## src/rtl/fetch_prefetch_buffer.sv

```systemverilog
// Instruction prefetch buffer between instruction memory and decode.
// Issues sequential word fetches ahead of decode with a bounded number of
// requests in flight. Returned words are queued with their PCs and handed
// to decode one per cycle. A branch redirect flushes the queue, arranges
// for stale in-flight responses to be dropped, and restarts at the target.
//
// Optional build macro FETCH_BUF_PERF_EN adds three saturating
// performance counters: perf_empty_cycles, perf_discards, perf_redirects.
module fetch_prefetch_buffer #(
  parameter logic [31:0] RESET_PC        = 32'h0000_0000,
  parameter int unsigned DEPTH           = 4,
  parameter int unsigned MAX_OUTSTANDING = 2
) (
  input  logic        clk,
  input  logic        rst,
  output logic        imem_req,
  output logic [31:0] imem_addr,
  input  logic        imem_rvalid,
  input  logic [31:0] imem_rdata,
  input  logic        redirect,
  input  logic [31:0] redirect_target,
  input  logic        stall,
  output logic        out_valid,
  output logic [31:0] out_pc,
  output logic [31:0] out_instr
`ifdef FETCH_BUF_PERF_EN
  ,
  output logic [31:0] perf_empty_cycles,
  output logic [31:0] perf_discards,
  output logic [31:0] perf_redirects
`endif
);

  localparam int unsigned PTR_W = $clog2(DEPTH);
  localparam int unsigned CNT_W = PTR_W + 1;

  typedef logic [PTR_W-1:0] ptr_t;
  typedef logic [CNT_W-1:0] cnt_t;

  typedef struct packed {
    logic [31:0] pc;
    logic [31:0] instr;
  } entry_t;

  localparam cnt_t DEPTH_C   = cnt_t'(DEPTH);
  localparam cnt_t MAX_OUT_C = cnt_t'(MAX_OUTSTANDING);

  // Architectural state.
  logic [31:0] fetch_pc_q, fetch_pc_d;
  logic [31:0] resp_pc_q, resp_pc_d;
  cnt_t        count_q, count_d;
  cnt_t        outstanding_q, outstanding_d;
  cnt_t        discard_q, discard_d;
  ptr_t        wr_ptr_q, wr_ptr_d;
  ptr_t        rd_ptr_q, rd_ptr_d;

  entry_t      fifo_mem [DEPTH];
  entry_t      head;

  // Per-cycle control decisions.
  logic        has_room;
  logic        has_credit;
  logic        issue;
  logic        resp;
  logic        resp_drop;
  logic        fifo_push;
  logic        fifo_pop;
  logic [31:0] target_aligned;

  assign target_aligned = {redirect_target[31:2], 2'b00};

  // Issue gating: queued entries plus in-flight requests must fit the FIFO,
  // so every response that is kept always has a free slot waiting for it.
  // Reset also gates the request so nothing is issued while state is held.
  always_comb begin
    has_room   = ({1'b0, count_q} + {1'b0, outstanding_q}) < {1'b0, DEPTH_C};
    has_credit = outstanding_q < MAX_OUT_C;
    imem_req   = !rst && !redirect && has_room && has_credit;
    imem_addr  = fetch_pc_q;
    issue      = imem_req;
  end

  // Response classification: a response is only meaningful if a request is
  // tracked for it; it is dropped while stale ones are pending or when it
  // lands in the redirect cycle itself.
  always_comb begin
    resp      = imem_rvalid && (outstanding_q != '0);
    resp_drop = resp && (redirect || (discard_q != '0));
    fifo_push = resp && !resp_drop;
  end

  // Decode-side view of the FIFO head; zero whenever the FIFO is empty so
  // the outputs read as zero during and straight after reset.
  always_comb begin
    head      = fifo_mem[rd_ptr_q];
    out_valid = (count_q != '0) && !redirect;
    out_pc    = (count_q != '0) ? head.pc    : '0;
    out_instr = (count_q != '0) ? head.instr : '0;
    fifo_pop  = out_valid && !stall;
  end

  // Next-state computation; redirect overrides every other update.
  // NOTE: every signal gets a default at the top of a combinational block so
  // no path leaves it unassigned and synthesis cannot infer a latch.
  always_comb begin
    fetch_pc_d    = fetch_pc_q;
    resp_pc_d     = resp_pc_q;
    count_d       = count_q;
    discard_d     = discard_q;
    wr_ptr_d      = wr_ptr_q;
    rd_ptr_d      = rd_ptr_q;
    outstanding_d = outstanding_q + cnt_t'(issue) - cnt_t'(resp);

    if (redirect) begin
      fetch_pc_d = target_aligned;
      resp_pc_d  = target_aligned;
      count_d    = '0;
      wr_ptr_d   = '0;
      rd_ptr_d   = '0;
      // Everything still in flight after this cycle is stale.
      discard_d  = outstanding_q - cnt_t'(resp);
    end else begin
      if (issue) begin
        fetch_pc_d = fetch_pc_q + 32'd4;
      end
      if (resp_drop) begin
        discard_d = discard_q - cnt_t'(1);
      end
      if (fifo_push) begin
        resp_pc_d = resp_pc_q + 32'd4;
        wr_ptr_d  = wr_ptr_q + ptr_t'(1);
      end
      if (fifo_pop) begin
        rd_ptr_d = rd_ptr_q + ptr_t'(1);
      end
      count_d = count_q + cnt_t'(fifo_push) - cnt_t'(fifo_pop);
    end
  end

  // Control state register with asynchronous reset.
  // NOTE: sequential state uses non-blocking assignments so every flop samples
  // the pre-edge values regardless of the order blocks are evaluated in.
  always_ff @(posedge clk or posedge rst) begin
    if (rst) begin
      fetch_pc_q    <= RESET_PC;
      resp_pc_q     <= RESET_PC;
      count_q       <= '0;
      outstanding_q <= '0;
      discard_q     <= '0;
      wr_ptr_q      <= '0;
      rd_ptr_q      <= '0;
    end else begin
      fetch_pc_q    <= fetch_pc_d;
      resp_pc_q     <= resp_pc_d;
      count_q       <= count_d;
      outstanding_q <= outstanding_d;
      discard_q     <= discard_d;
      wr_ptr_q      <= wr_ptr_d;
      rd_ptr_q      <= rd_ptr_d;
    end
  end

  // FIFO storage write port.
  // NOTE: the storage array has no reset; count_q marks which entries are
  // live, so resetting the data would only cost area and routing.
  always_ff @(posedge clk) begin
    if (fifo_push) begin
      fifo_mem[wr_ptr_q] <= '{pc: resp_pc_q, instr: imem_rdata};
    end
  end

`ifdef FETCH_BUF_PERF_EN
  logic [31:0] perf_empty_cycles_q, perf_empty_cycles_d;
  logic [31:0] perf_discards_q, perf_discards_d;
  logic [31:0] perf_redirects_q, perf_redirects_d;

  // Saturating event counters; only reset clears them.
  always_comb begin
    perf_empty_cycles_d = perf_empty_cycles_q;
    perf_discards_d     = perf_discards_q;
    perf_redirects_d    = perf_redirects_q;
    if ((count_q == '0) && !redirect && (perf_empty_cycles_q != '1)) begin
      perf_empty_cycles_d = perf_empty_cycles_q + 32'd1;
    end
    if (resp_drop && (perf_discards_q != '1)) begin
      perf_discards_d = perf_discards_q + 32'd1;
    end
    if (redirect && (perf_redirects_q != '1)) begin
      perf_redirects_d = perf_redirects_q + 32'd1;
    end
  end

  // Performance counter registers.
  always_ff @(posedge clk or posedge rst) begin
    if (rst) begin
      perf_empty_cycles_q <= '0;
      perf_discards_q     <= '0;
      perf_redirects_q    <= '0;
    end else begin
      perf_empty_cycles_q <= perf_empty_cycles_d;
      perf_discards_q     <= perf_discards_d;
      perf_redirects_q    <= perf_redirects_d;
    end
  end

  assign perf_empty_cycles = perf_empty_cycles_q;
  assign perf_discards     = perf_discards_q;
  assign perf_redirects    = perf_redirects_q;
`endif

endmodule

```

## config.mk

```make
export PLATFORM = sky130hd
export DESIGN_NAME = fetch_prefetch_buffer
export DESIGN_NICKNAME = d
export VERILOG_FILES = /design/src/rtl/fetch_prefetch_buffer.sv
export SDC_FILE = /design/constraint.sdc
export NUM_CORES = 1
export LEC_CHECK = 0
export ABC_AREA = 1
export BUFFER_PORTS_ARGS = -buffer_cell sky130_fd_sc_hd__buf_2
export CORE_ASPECT_RATIO = 0.5
export CORE_MARGIN = 5
export CORE_UTILIZATION = 60
export CTS_CLUSTER_DIAMETER = 100
export CTS_CLUSTER_SIZE = 30
export DETAILED_ROUTE_END_ITERATION = 16
export GPL_TIMING_DRIVEN = 0
export PLACE_DENSITY = 0.82
export SETUP_SLACK_MARGIN = 0.3
export SYNTH_ARGS = -nofsm -noshare
export SYNTH_HDL_FRONTEND = slang
export SYNTH_SLANG_ARGS = --single-unit
```

## constraint.sdc

```tcl
create_clock -name clk -period 13 [get_ports clk]
set_input_delay 2.6 -clock clk [delete_from_list [all_inputs] [get_ports clk]]
set_output_delay 2.6 -clock clk [all_outputs]
set_load 0.02 [all_outputs]
```

==> metrics.yaml <==
timing:
  setup_ws_ns: 6.60
  tightest_slew_ns: 0.765
  maxSlewHeadroom: 0.489
  finalHoldViolCount: 0
  grt_setup_unrepaired: "false"
  timing.setup.tns_ns: 0
  fin_worst_skew_ns: 0.0100
  finalCritPeriodShare: 0.492
  setup_viol: 0
  finalCriticalPeriod_ns: 6.40
  drv_slew: 0
  fmax_mhz: 156
route:
  routed_via_density: 5.63
  ant_nets: 0
  num_vias: 11657
  first_iter_violations: 1121
  drc: 0
  drtPass1Iterations: 7
  wl_per_cell_um: 18.4
  routed_wl_um: 38000
yosys:
  synth_cell_type_count: 34
  syn_area_sq_um: 14800
  synth_enable_flop_cells: 248
  yosys_register_bits: 321
  ys_async_sr_fraction: 0.227
  synth_top_area_cell: "edfxtp_1"
  avgSynthCellArea_sq_um: 9.62
  synth_most_common_cell: "nor2_1"
  ys_warn_count: 0
  seq_area_frac_synth: 0.627
  synth_area_leaders: "edfxtp_1 (50%), dfrtp_1 (12%), nor2_1 (8.5%)"
  ys.flop_type: "edfxtp_1"
  syn_inst: 1537
  netlist_top_cells_count: "nor2_1 (335), nand2_1 (306), edfxtp_1 (248), o21ai_0 (144), inv_1 (109)"
  synth.top_cell.area_share: 0.504
critical_path:
  reg2regPathDepth: 9
  worstSetupPathType: "input pin to output port"
  end_kind: "output port"
  cp_max_fo: 11
  worst-endpoint-arrival_ns: 3.80
  cp_slowest_cell: "buf_4"
  path_cells: "buf_2, buf_6, nor2_1, nand2_1, nor2_2, buf_4, buf_6, buf_2"
  slowest_delay_ns: 0.22
  crit_path_start_kind: "input pin"
  cp.required_ns: 10.40
placed_design:
  numPortBuffers: 160
  gp_congestion: 0.908
  dp.cells: 2045
  hpwl_um: 26800
  pre_cts_ws_ns: 6.61
clock_network:
  cts_root_buf: "clkbuf_16"
  h-tree-depth: 1
  ctsHoldBuffers: 0
  post_cts_buffers: 0
  path_clk_slew_ns: 0.12
  clkSinkCount: 321
  tritoncts: "done"
  clk_latency_ns: 0.50
  clk_path_buf_depth: 3
  cts_buffers: 14
  cts_resized: 0
global_routing:
  grt_max_degree: 53
  antenna_found_initial: 1
  grt_pass1_vias: 11462
  grt_overflow: 0
  grtUsageTotal: 0.272
  grt_first_pass_wirelength_um: 60500
pwr:
  switchingPower_mw: 1.13
  combPwrFrac: 0.364
  seqPwrFrac: 0.449
  pwr-share-clk: 0.187
  p_sw_frac: 0.397
  power.density_nw_per_um2: 171
  ir_drop_uv: 94.7
  p_int_mw: 1.72
  power.leakage_nw: 6.81
floorplan:
  die_area_sq_um: 28100
  pin_count: 167
  die_y_um: 121
  num_rows: 40
  coreArea_sq_um: 24100
  die_w_um: 232
  initial_core_util: 0.613
layout:
  final_cells: 2069
  utilization: 0.691
  nFillCells: 1804
  layout-drive-gt1-share: 0.141
  antenna_cells: 0
  nets: 1813
  syn2layout_area_growth_pct: 12.8
job:
  max_cap_violations: 0
outcome:
  status: "complete, no violations"
worst_hold_path:
  holdPathStages: 1
  min_path_type: "register to register"
==> critical path, delay by kind of cell <==
family | cells | cell delay (ns)
and+or+nand+nor | 3 | 0.35
buffers and inverters | 5 | 0.85
==> placed cells by master, fill, tap and decap left out, types with 17 or more instances in the layout <==
cell and instances:
a21oi_1 73, nand3_1 62, dfrtp_1 73, o21ai_0 144, buf_2 179, ha_1 17, inv_1 108, clkbuf_1 37
nor2_1 331, edfxtp_1 248, nand2_1 306
==> per-stage QoR <==
stage	total power [mW]	cell area [sq um]	hold slack, ns
finish	2.85	16700	0.561
global placement	2.30	16000	0.523
CTS	2.85	16700	0.554
detailed placement	2.34	16300	0.537
global route	3.00	16700	0.597
floorplan	1.94	14800	0.500
==> final timing paths <==
check	slack, ns	from	end
max in group asynchronous	10.37	rst	resp_pc_q[23]
min in group asynchronous	2.06	rst	outstanding_q[2]
min	0.56	wr_ptr_q[0]	wr_ptr_q[0]
min reg2reg	0.56	wr_ptr_q[0]	wr_ptr_q[0]
max reg2reg	10.26	discard_q[0]	fifo_mem[3][7]
max	6.60	redirect	imem_req
==> routing by layer <==
metal	GRT usage	part of all wire	up-vias
met5	0	0.00034	-
met4	0.0708	0.025	2
met3	0.0344	0.082	79
met2	0.467	0.48	535
met1	0.374	0.41	5577
li1	-	-	5464
==> power by group through the flow <==
| stage | clock network, mW | registers (mW) | logic [mW] |
|---|---|---|---|
| after floorplan | 0 | 1.29 | 0.655 |
| after global placement | 0 | 1.30 | 1.00 |
| after detailed placement | 0 | 1.30 | 1.04 |
| after CTS | 0.533 | 1.28 | 1.04 |
| after global routing | 0.574 | 1.29 | 1.14 |
| final | 0.533 | 1.28 | 1.04 |
==> registers in the layout, summed over array words and instances (netlist names) <==
name / flops
count_q: 3
discard_q: 3
fifo_mem: 248
imem_addr: 30
outstanding_q: 3
rd_ptr_q: 2
resp_pc_q: 30
wr_ptr_q: 2
==> layout make-up <==
class / instances / area (sq um) / area share
Buffer: 67 / 343 / 0.0206
Clock buffer: 23 / 405 / 0.0243
Tap cell: 336 / 420 / 0.0252
Multi-Input combinational cell: 1036 / 4770 / 0.286
Sequential cell: 321 / 9270 / 0.556
Timing Repair Buffer: 169 / 1010 / 0.0606
Inverter: 116 / 438 / 0.0263
Clock inverter: 1 / 11.3 / 0.000675
==> cells by family (layout without fill, tap and decap cells) <==
logic type	count (synthesis)	in the layout	share of synthesized area
fa+ha+maj	19	19	0.0171
flops	321	321	0.627
compound gates	246	246	0.0856
xor+xnor	23	23	0.0136
simple gates	744	744	0.204
buf+inv	183	376	0.0526
other cells	1	4	0.000254
No activity file was read; power rests on OpenSTA's default activity.
